[src/rtl/rfphoenix_ic_hitmiss_pkg.sv]
// ============================================================================
// Module   : rfphoenix_ic_hitmiss_pkg
// Brief    : Shared constants, FSM encoding and helpers for the I$ hit/miss unit
// Revision : 1.0
// ============================================================================
`default_nettype none

package rfphoenix_ic_hitmiss_pkg;

    localparam int ICLINE_BYTES = 64;
    localparam int ICBEATS      = 4;
    localparam int LINE_OFS     = $clog2(ICLINE_BYTES);

    typedef enum logic [1:0] {
        IC_IDLE = 2'd0,
        IC_REQ  = 2'd1,
        IC_FILL = 2'd2,
        IC_TAGW = 2'd3
    } ic_state_t;

    // Lowest set bit wins; returns 0 when nothing matches.
    function automatic logic [1:0] lowest_way(input logic [3:0] match);
        logic [1:0] way;
        way = 2'd0;
        if (match[0])      way = 2'd0;
        else if (match[1]) way = 2'd1;
        else if (match[2]) way = 2'd2;
        else if (match[3]) way = 2'd3;
        return way;
    endfunction

endpackage

`default_nettype wire

[src/rtl/rfphoenix_ic_valid.sv]
// ============================================================================
// Module   : rfphoenix_ic_valid
// Brief    : Flop-based per-way line valid bits with set, clear and clear-all
// Revision : 1.0
// ============================================================================
`default_nettype none

module rfphoenix_ic_valid #(
    parameter int WAYS  = 4,
    parameter int LINES = 128
) (
    input  logic                       clk,
    input  logic                       rst,
    input  logic                       clr_all,
    input  logic                       clr,
    input  logic [1:0]                 clr_way,
    input  logic [$clog2(LINES)-1:0]   clr_idx,
    input  logic                       set,
    input  logic [1:0]                 set_way,
    input  logic [$clog2(LINES)-1:0]   set_idx,
    input  logic [$clog2(LINES)-1:0]   rd_idx,
    output logic [WAYS-1:0]            rd_valid
);

    genvar w;
    generate
        for (w = 0; w < WAYS; w++) begin : g_way
            logic [LINES-1:0] r_line_v;

            // Clear-all dominates any single-line update in the same cycle.
            always_ff @(posedge clk) begin
                if (rst || clr_all) begin
                    r_line_v <= '0;
                end else begin
                    if (clr && (clr_way == 2'(w)))
                        r_line_v[clr_idx] <= 1'b0;
                    if (set && (set_way == 2'(w)))
                        r_line_v[set_idx] <= 1'b1;
                end
            end

            assign rd_valid[w] = r_line_v[rd_idx];
        end
    endgenerate

endmodule

`default_nettype wire

[src/rtl/rfphoenix_ic_hitmiss.sv]
// ============================================================================
// Module   : rfphoenix_ic_hitmiss
// Brief    : 4-way I$ tag compare, miss line fill and tag write-back control
// Revision : 1.0
// ============================================================================
`default_nettype none

module rfphoenix_ic_hitmiss
    import rfphoenix_ic_hitmiss_pkg::*;
#(
    parameter int AWID  = 32,
    parameter int LINES = 128,
    parameter int WAYS  = 4
) (
    input  logic                                 clk,
    input  logic                                 rst,
    input  logic [AWID-1:0]                      ip,
    input  logic                                 ip_v,
    input  logic [WAYS-1:0][AWID-LINE_OFS-1:0]   tag,
    input  logic                                 inv_all,
    output logic                                 hit,
    output logic [1:0]                           hit_way,
    output logic                                 miss,
    output logic                                 busy,
    output logic                                 req,
    output logic [AWID-1:0]                      req_adr,
    input  logic                                 req_ack,
    input  logic                                 resp_v,
    input  logic [127:0]                         resp_dat,
    input  logic                                 resp_err,
    output logic                                 dat_wr,
    output logic [1:0]                           dat_way,
    output logic [$clog2(LINES)+1:0]             dat_adr,
    output logic [127:0]                         dat_dat,
    output logic                                 tag_wr,
    output logic [1:0]                           tag_way,
    output logic [AWID-1:0]                      tag_ipo,
    output logic                                 fill_err
);

    localparam int TAG_W = AWID - LINE_OFS;
    localparam int IDXW  = $clog2(LINES);

    ic_state_t          r_state;
    ic_state_t          w_state_nxt;
    logic [TAG_W-1:0]   r_rip_line;
    logic               r_rv;
    logic [TAG_W-1:0]   r_fill_line;
    logic [1:0]         r_victim;
    logic [1:0]         r_rr_way;
    logic [1:0]         r_beat;
    logic               r_skip;
    logic               r_inv_pend;

    logic [WAYS-1:0]    w_way_valid;
    logic [WAYS-1:0]    w_match;
    logic [IDXW-1:0]    w_rip_idx;
    logic [IDXW-1:0]    w_fill_idx;
    logic               w_lookup;
    logic               w_set;

    assign w_rip_idx  = r_rip_line[IDXW-1:0];
    assign w_fill_idx = r_fill_line[IDXW-1:0];

    genvar w;
    generate
        for (w = 0; w < WAYS; w++) begin : g_match
            assign w_match[w] = w_way_valid[w] & (tag[w] == r_rip_line);
        end
    endgenerate

    // The cycle after TAGW the tag array still returns the pre-write tag.
    assign w_lookup = r_rv & (r_state == IC_IDLE) & ~r_skip;
    assign hit      = w_lookup & (|w_match);
    assign miss     = w_lookup & ~(|w_match);
    assign hit_way  = hit ? lowest_way(4'(w_match)) : 2'd0;

    assign busy     = (r_state != IC_IDLE);
    assign req_adr  = {r_fill_line, {LINE_OFS{1'b0}}};
    assign dat_way  = r_victim;
    assign dat_adr  = {w_fill_idx, r_beat};
    assign dat_dat  = resp_dat;
    assign tag_way  = r_victim;
    assign tag_ipo  = {r_fill_line, {LINE_OFS{1'b0}}};
    assign w_set    = (r_state == IC_TAGW) & ~r_inv_pend & ~inv_all;

    always_comb begin
        w_state_nxt = r_state;
        req         = 1'b0;
        dat_wr      = 1'b0;
        tag_wr      = 1'b0;
        fill_err    = 1'b0;
        case (r_state)
            IC_IDLE: begin
                if (miss)
                    w_state_nxt = IC_REQ;
            end
            IC_REQ: begin
                req = 1'b1;
                if (req_ack)
                    w_state_nxt = IC_FILL;
            end
            IC_FILL: begin
                if (resp_v) begin
                    if (resp_err) begin
                        fill_err    = 1'b1;
                        w_state_nxt = IC_IDLE;
                    end else begin
                        dat_wr = 1'b1;
                        if (r_beat == 2'(ICBEATS - 1))
                            w_state_nxt = IC_TAGW;
                    end
                end
            end
            IC_TAGW: begin
                tag_wr      = 1'b1;
                w_state_nxt = IC_IDLE;
            end
            default: w_state_nxt = IC_IDLE;
        endcase
    end

    always_ff @(posedge clk) begin
        if (rst) begin
            r_state     <= IC_IDLE;
            r_rip_line  <= '0;
            r_rv        <= 1'b0;
            r_fill_line <= '0;
            r_victim    <= 2'd0;
            r_rr_way    <= 2'd0;
            r_beat      <= 2'd0;
            r_skip      <= 1'b0;
            r_inv_pend  <= 1'b0;
        end else begin
            r_state    <= w_state_nxt;
            r_rip_line <= ip[AWID-1:LINE_OFS];
            r_rv       <= ip_v;
            r_skip     <= (r_state == IC_TAGW);
            if (r_state == IC_IDLE && miss) begin
                r_fill_line <= r_rip_line;
                r_victim    <= r_rr_way;
                r_inv_pend  <= 1'b0;
            end
            if (inv_all && r_state != IC_IDLE)
                r_inv_pend <= 1'b1;
            if (r_state == IC_REQ && req_ack)
                r_beat <= 2'd0;
            if (dat_wr)
                r_beat <= r_beat + 2'd1;
            if (r_state == IC_TAGW)
                r_rr_way <= r_rr_way + 2'd1;
        end
    end

    rfphoenix_ic_valid #(
        .WAYS  (WAYS),
        .LINES (LINES)
    ) u_valid (
        .clk      (clk),
        .rst      (rst),
        .clr_all  (inv_all),
        .clr      ((r_state == IC_IDLE) & miss),
        .clr_way  (r_rr_way),
        .clr_idx  (w_rip_idx),
        .set      (w_set),
        .set_way  (r_victim),
        .set_idx  (w_fill_idx),
        .rd_idx   (w_rip_idx),
        .rd_valid (w_way_valid)
    );

endmodule

`default_nettype wire

[config.mk]
export PLATFORM = sky130hd
export DESIGN_NAME = rfphoenix_ic_hitmiss
export DESIGN_NICKNAME = d
export VERILOG_FILES = /design/src/rtl/rfphoenix_ic_hitmiss_pkg.sv /design/src/rtl/rfphoenix_ic_valid.sv /design/src/rtl/rfphoenix_ic_hitmiss.sv
export SDC_FILE = /design/constraint.sdc
export NUM_CORES = 2
export LEC_CHECK = 0
export CORE_ASPECT_RATIO = 1.75
export CORE_MARGIN = 10
export CORE_UTILIZATION = 35
export DETAILED_ROUTE_END_ITERATION = 16
export GPL_TIMING_DRIVEN = 0
export SYNTH_ARGS = -nofsm -noshare
export SYNTH_HDL_FRONTEND = slang
export SYNTH_HIERARCHICAL = 1
export SYNTH_SLANG_ARGS = --single-unit
[constraint.sdc]
create_clock -name clk -period 10.1 [get_ports clk]
set_clock_uncertainty 0.2 [all_clocks]
set_input_delay 2.02 -clock clk [delete_from_list [all_inputs] [get_ports clk]]
set_output_delay 2.02 -clock clk [all_outputs]
set_load 0.005 [all_outputs]
==> results.sh <==
export IMPL_status="finished with violations"
export IMPL_violations="max-capacitance violations, max-slew violations"
export IMPL_cp_max_fo=10
export IMPL_io_pin_count=485
export IMPL_netlist_area_sq_um=28800
export IMPL_synth_common_cells="646 x nand2_1, 575 x dfxtp_1, 516 x a21oi_1"
export IMPL_rows=139
export IMPL_cts_sinks=575
export IMPL_synth_top_cell_by_area="dfxtp_1"
export IMPL_seqPwrFrac=0.465
export IMPL_irDropWorstVdd_mv=0.117
export IMPL_grt_usage=0.326
export IMPL_setup_violations=0
export IMPL_finalMaxSlewViolations=14
export IMPL_critPathLaunchType="flop"
export IMPL_dr_pass1_iters=8
export IMPL_wire_per_inst_microns=32.7
export IMPL_via_count=29500
export IMPL_crit_path_end_kind="primary output"
export IMPL_clk_latency_ps=630
export IMPL_hold_path_class="flop to flop"
export IMPL_portBuffers=338
export IMPL_required_ps=7880
export IMPL_hold_buffers=0
export IMPL_fp_dieArea_sq_um=94700
export IMPL_cts_root_buffer="clkbuf_16"
export IMPL_combPwrFrac=0.119
export IMPL_period_share=0.869
export IMPL_final_core_utilization=0.433
export IMPL_core_area_sq_um=81900
export IMPL_cts_buffers=52
export IMPL_clock_fmax_mhz=114
export IMPL_grt_pass1_vias=28700
export IMPL_async_flop_share=0
export IMPL_p_sw_mw=1.29
export IMPL_grt_max_degree=16
export IMPL_synth_top_area_share=0.399
export IMPL_crit_type="flop to primary output"
export IMPL_die_y_microns=400
export IMPL_viasPerCell=6.00
export IMPL_rsz0062_at_grt="no"
export IMPL_drive_above_1_share=0.135
export IMPL_relSlewSlack=-0.0924
export IMPL_drc=0
export IMPL_syn2layout_area_growth_pct=23.0
export IMPL_worstMarginPinSlew_ps=1640
export IMPL_syn_mean_instance_area_sq_um=8.49
export IMPL_clkPwrFrac=0.416
export IMPL_wirelength_microns=161000
export IMPL_power_density_nw_per_um2=139
export IMPL_path_clk_slew_ps=60
export IMPL_layout_min_cycle_time_ps=8780
export IMPL_p_leak_nw=11.0
export IMPL_cts_resized=0
export IMPL_htree_levels=2
export IMPL_grt_overflow=0
export IMPL_ys_ff_latch=575
export IMPL_yosysWarnings=6
export IMPL_drt_initial_drc_count=3436
export IMPL_drv_cap=2
export IMPL_crit_arrival_ps=6560
export IMPL_start_util=0.352
export IMPL_hold_violations=0
export IMPL_ys_flop_type="dfxtp_1"
export IMPL_post_cts_buffers=0
export IMPL_power_internal_mw=3.64
export IMPL_clk_path_buf_depth=3
export IMPL_grt_pass1_wl_microns=220000
export IMPL_synth_seq_area_share=0.399
export IMPL_synth_edf_count=0
export IMPL_tritoncts="yes"
export IMPL_dp_hpwl_microns=123000
export IMPL_swShare=0.262
export IMPL_antenna_found_initial=25
export IMPL_die_x_microns=237
export IMPL_yosys_top_cells_area="dfxtp_1 40%, mux4_2 13%, a21oi_1 9.0%"
export IMPL_yosys_cell_types_count=51
export IMPL_synthCells=3395
export IMPL_finalWeightedCongestion=1.04
export IMPL_ant_nets=0
export IMPL_fin_nets=4079
export IMPL_total_power_mw=4.93
export IMPL_tns_ps=0
export IMPL_synth_most_common_cell="nand2_1"
metal layers:
metal  track usage  vias to the layer above  share of wire
met5             0                        -        0.00021
met2         0.571                     2152           0.49
met4         0.377                        4           0.14
met3        0.0841                      818          0.092
met1         0.280                    14100           0.27
li1              -                    12400              -
cell families (layout without fill, tap and decap cells):
kind of cell               Yosys count  count (layout)  share of synthesized area
AOI/OAI and AO/OA                 1035            1035                      0.180
and+or+nand+nor                    989             989                      0.152
DFF                                575             575                      0.399
buffers and inverters              486             922                     0.0912
muxes                              201             201                      0.143
xor gates and xnor gates           107             107                     0.0338
adders and majority gates            1               1                   0.000434
other                                1              29                   0.000130
per-stage QoR:
step	instances	area [sq um]	setup WS, ps	hold WS, ps
5_1_grt	4911	35500	1560	291
6_report	4916	35500	1320	274
4_1_cts	4897	35400	1810	275
3_5_place_dp	4808	33700	2160	265
3_3_place_gp	4801	33600	1270	256
2_1_floorplan	3406	28900	4500	249
worst paths after layout:
kind                                                startpoint                             end  slack, ps  cells after the start
worst min register to register  u_valid/g_way[0].r_line_v[105]  u_valid/g_way[0].r_line_v[105]        270                      2
worst max register to register                   r_rip_line[2]   u_valid/g_way[0].r_line_v[75]       1380                     19
worst max-delay path                             r_rip_line[2]                             hit       1320                     12
worst min-delay path            u_valid/g_way[0].r_line_v[105]  u_valid/g_way[0].r_line_v[105]        270                      2
cell type report:
type	instances	area [sq um]
timing repair buffer	347	3470
inverter	5	18.8
buffer	481	2610
tap	1057	1320
sequential	575	11500
multi-input combinational	2345	14800
clock inverter	8	92.6
antenna	17	42.5
clock buffer	81	1590
fill	8240	46500
cells in the final DEF (no fill, tap or decap), types with 11 or more instances in the layout:
cell             netlist  final
clkdlybuf4s50_1        0    338
nor2_1               141    141
xor2_1                28     28
conb_1                 1     12
clkbuf_16              0     53
mux2i_1               29     29
diode_2                0     17
nand2_1              646    646
buf_4                191    195
buf_2                 32     33
o21ai_0              512    512
xnor2_1               74     72
clkbuf_8               0     16
mux4_2               168    168
clkbuf_1             246    256
nor4_1                13     11
dfxtp_1              575    575
nand4_1               30     30
a21oi_1              516    516
nor2b_1               29     29
nand2b_1              57     57
worst max-delay path: stages (launching register included):
cell	delay (ps)
dfxtp_1	410
buf_4	390
buf_4	300
buf_1	1210
mux4_2	480
mux4_2	330
mux4_2	260
mux2_2	280
nand4_1	130
nor4_2	1020
nand4_1	270
a31oi_1	280
clkdlybuf4s50_1	540
power by group through the flow:
stage / clock, mW / combinational (mW) / sequential, mW
after floorplan: 0 / 0.250 / 2.33
after global placement: 0 / 0.554 / 2.34
after detailed placement: 0 / 0.559 / 2.34
after CTS: 2.06 / 0.560 / 2.29
after global routing: 2.14 / 0.595 / 2.29
final: 2.05 / 0.589 / 2.29
flip-flops by register name, indices dropped and copies added, names as in the netlist:
register / count
dat_way: 2
r_inv_pend: 1
r_rr_way: 2
r_beat: 2
r_fill_line: 26
r_rip_line: 26
u_valid/g_way.r_line_v: 512
r_rv: 1
r_state: 2
r_skip: 1
Note: power is estimated with default switching activity, not from simulation.
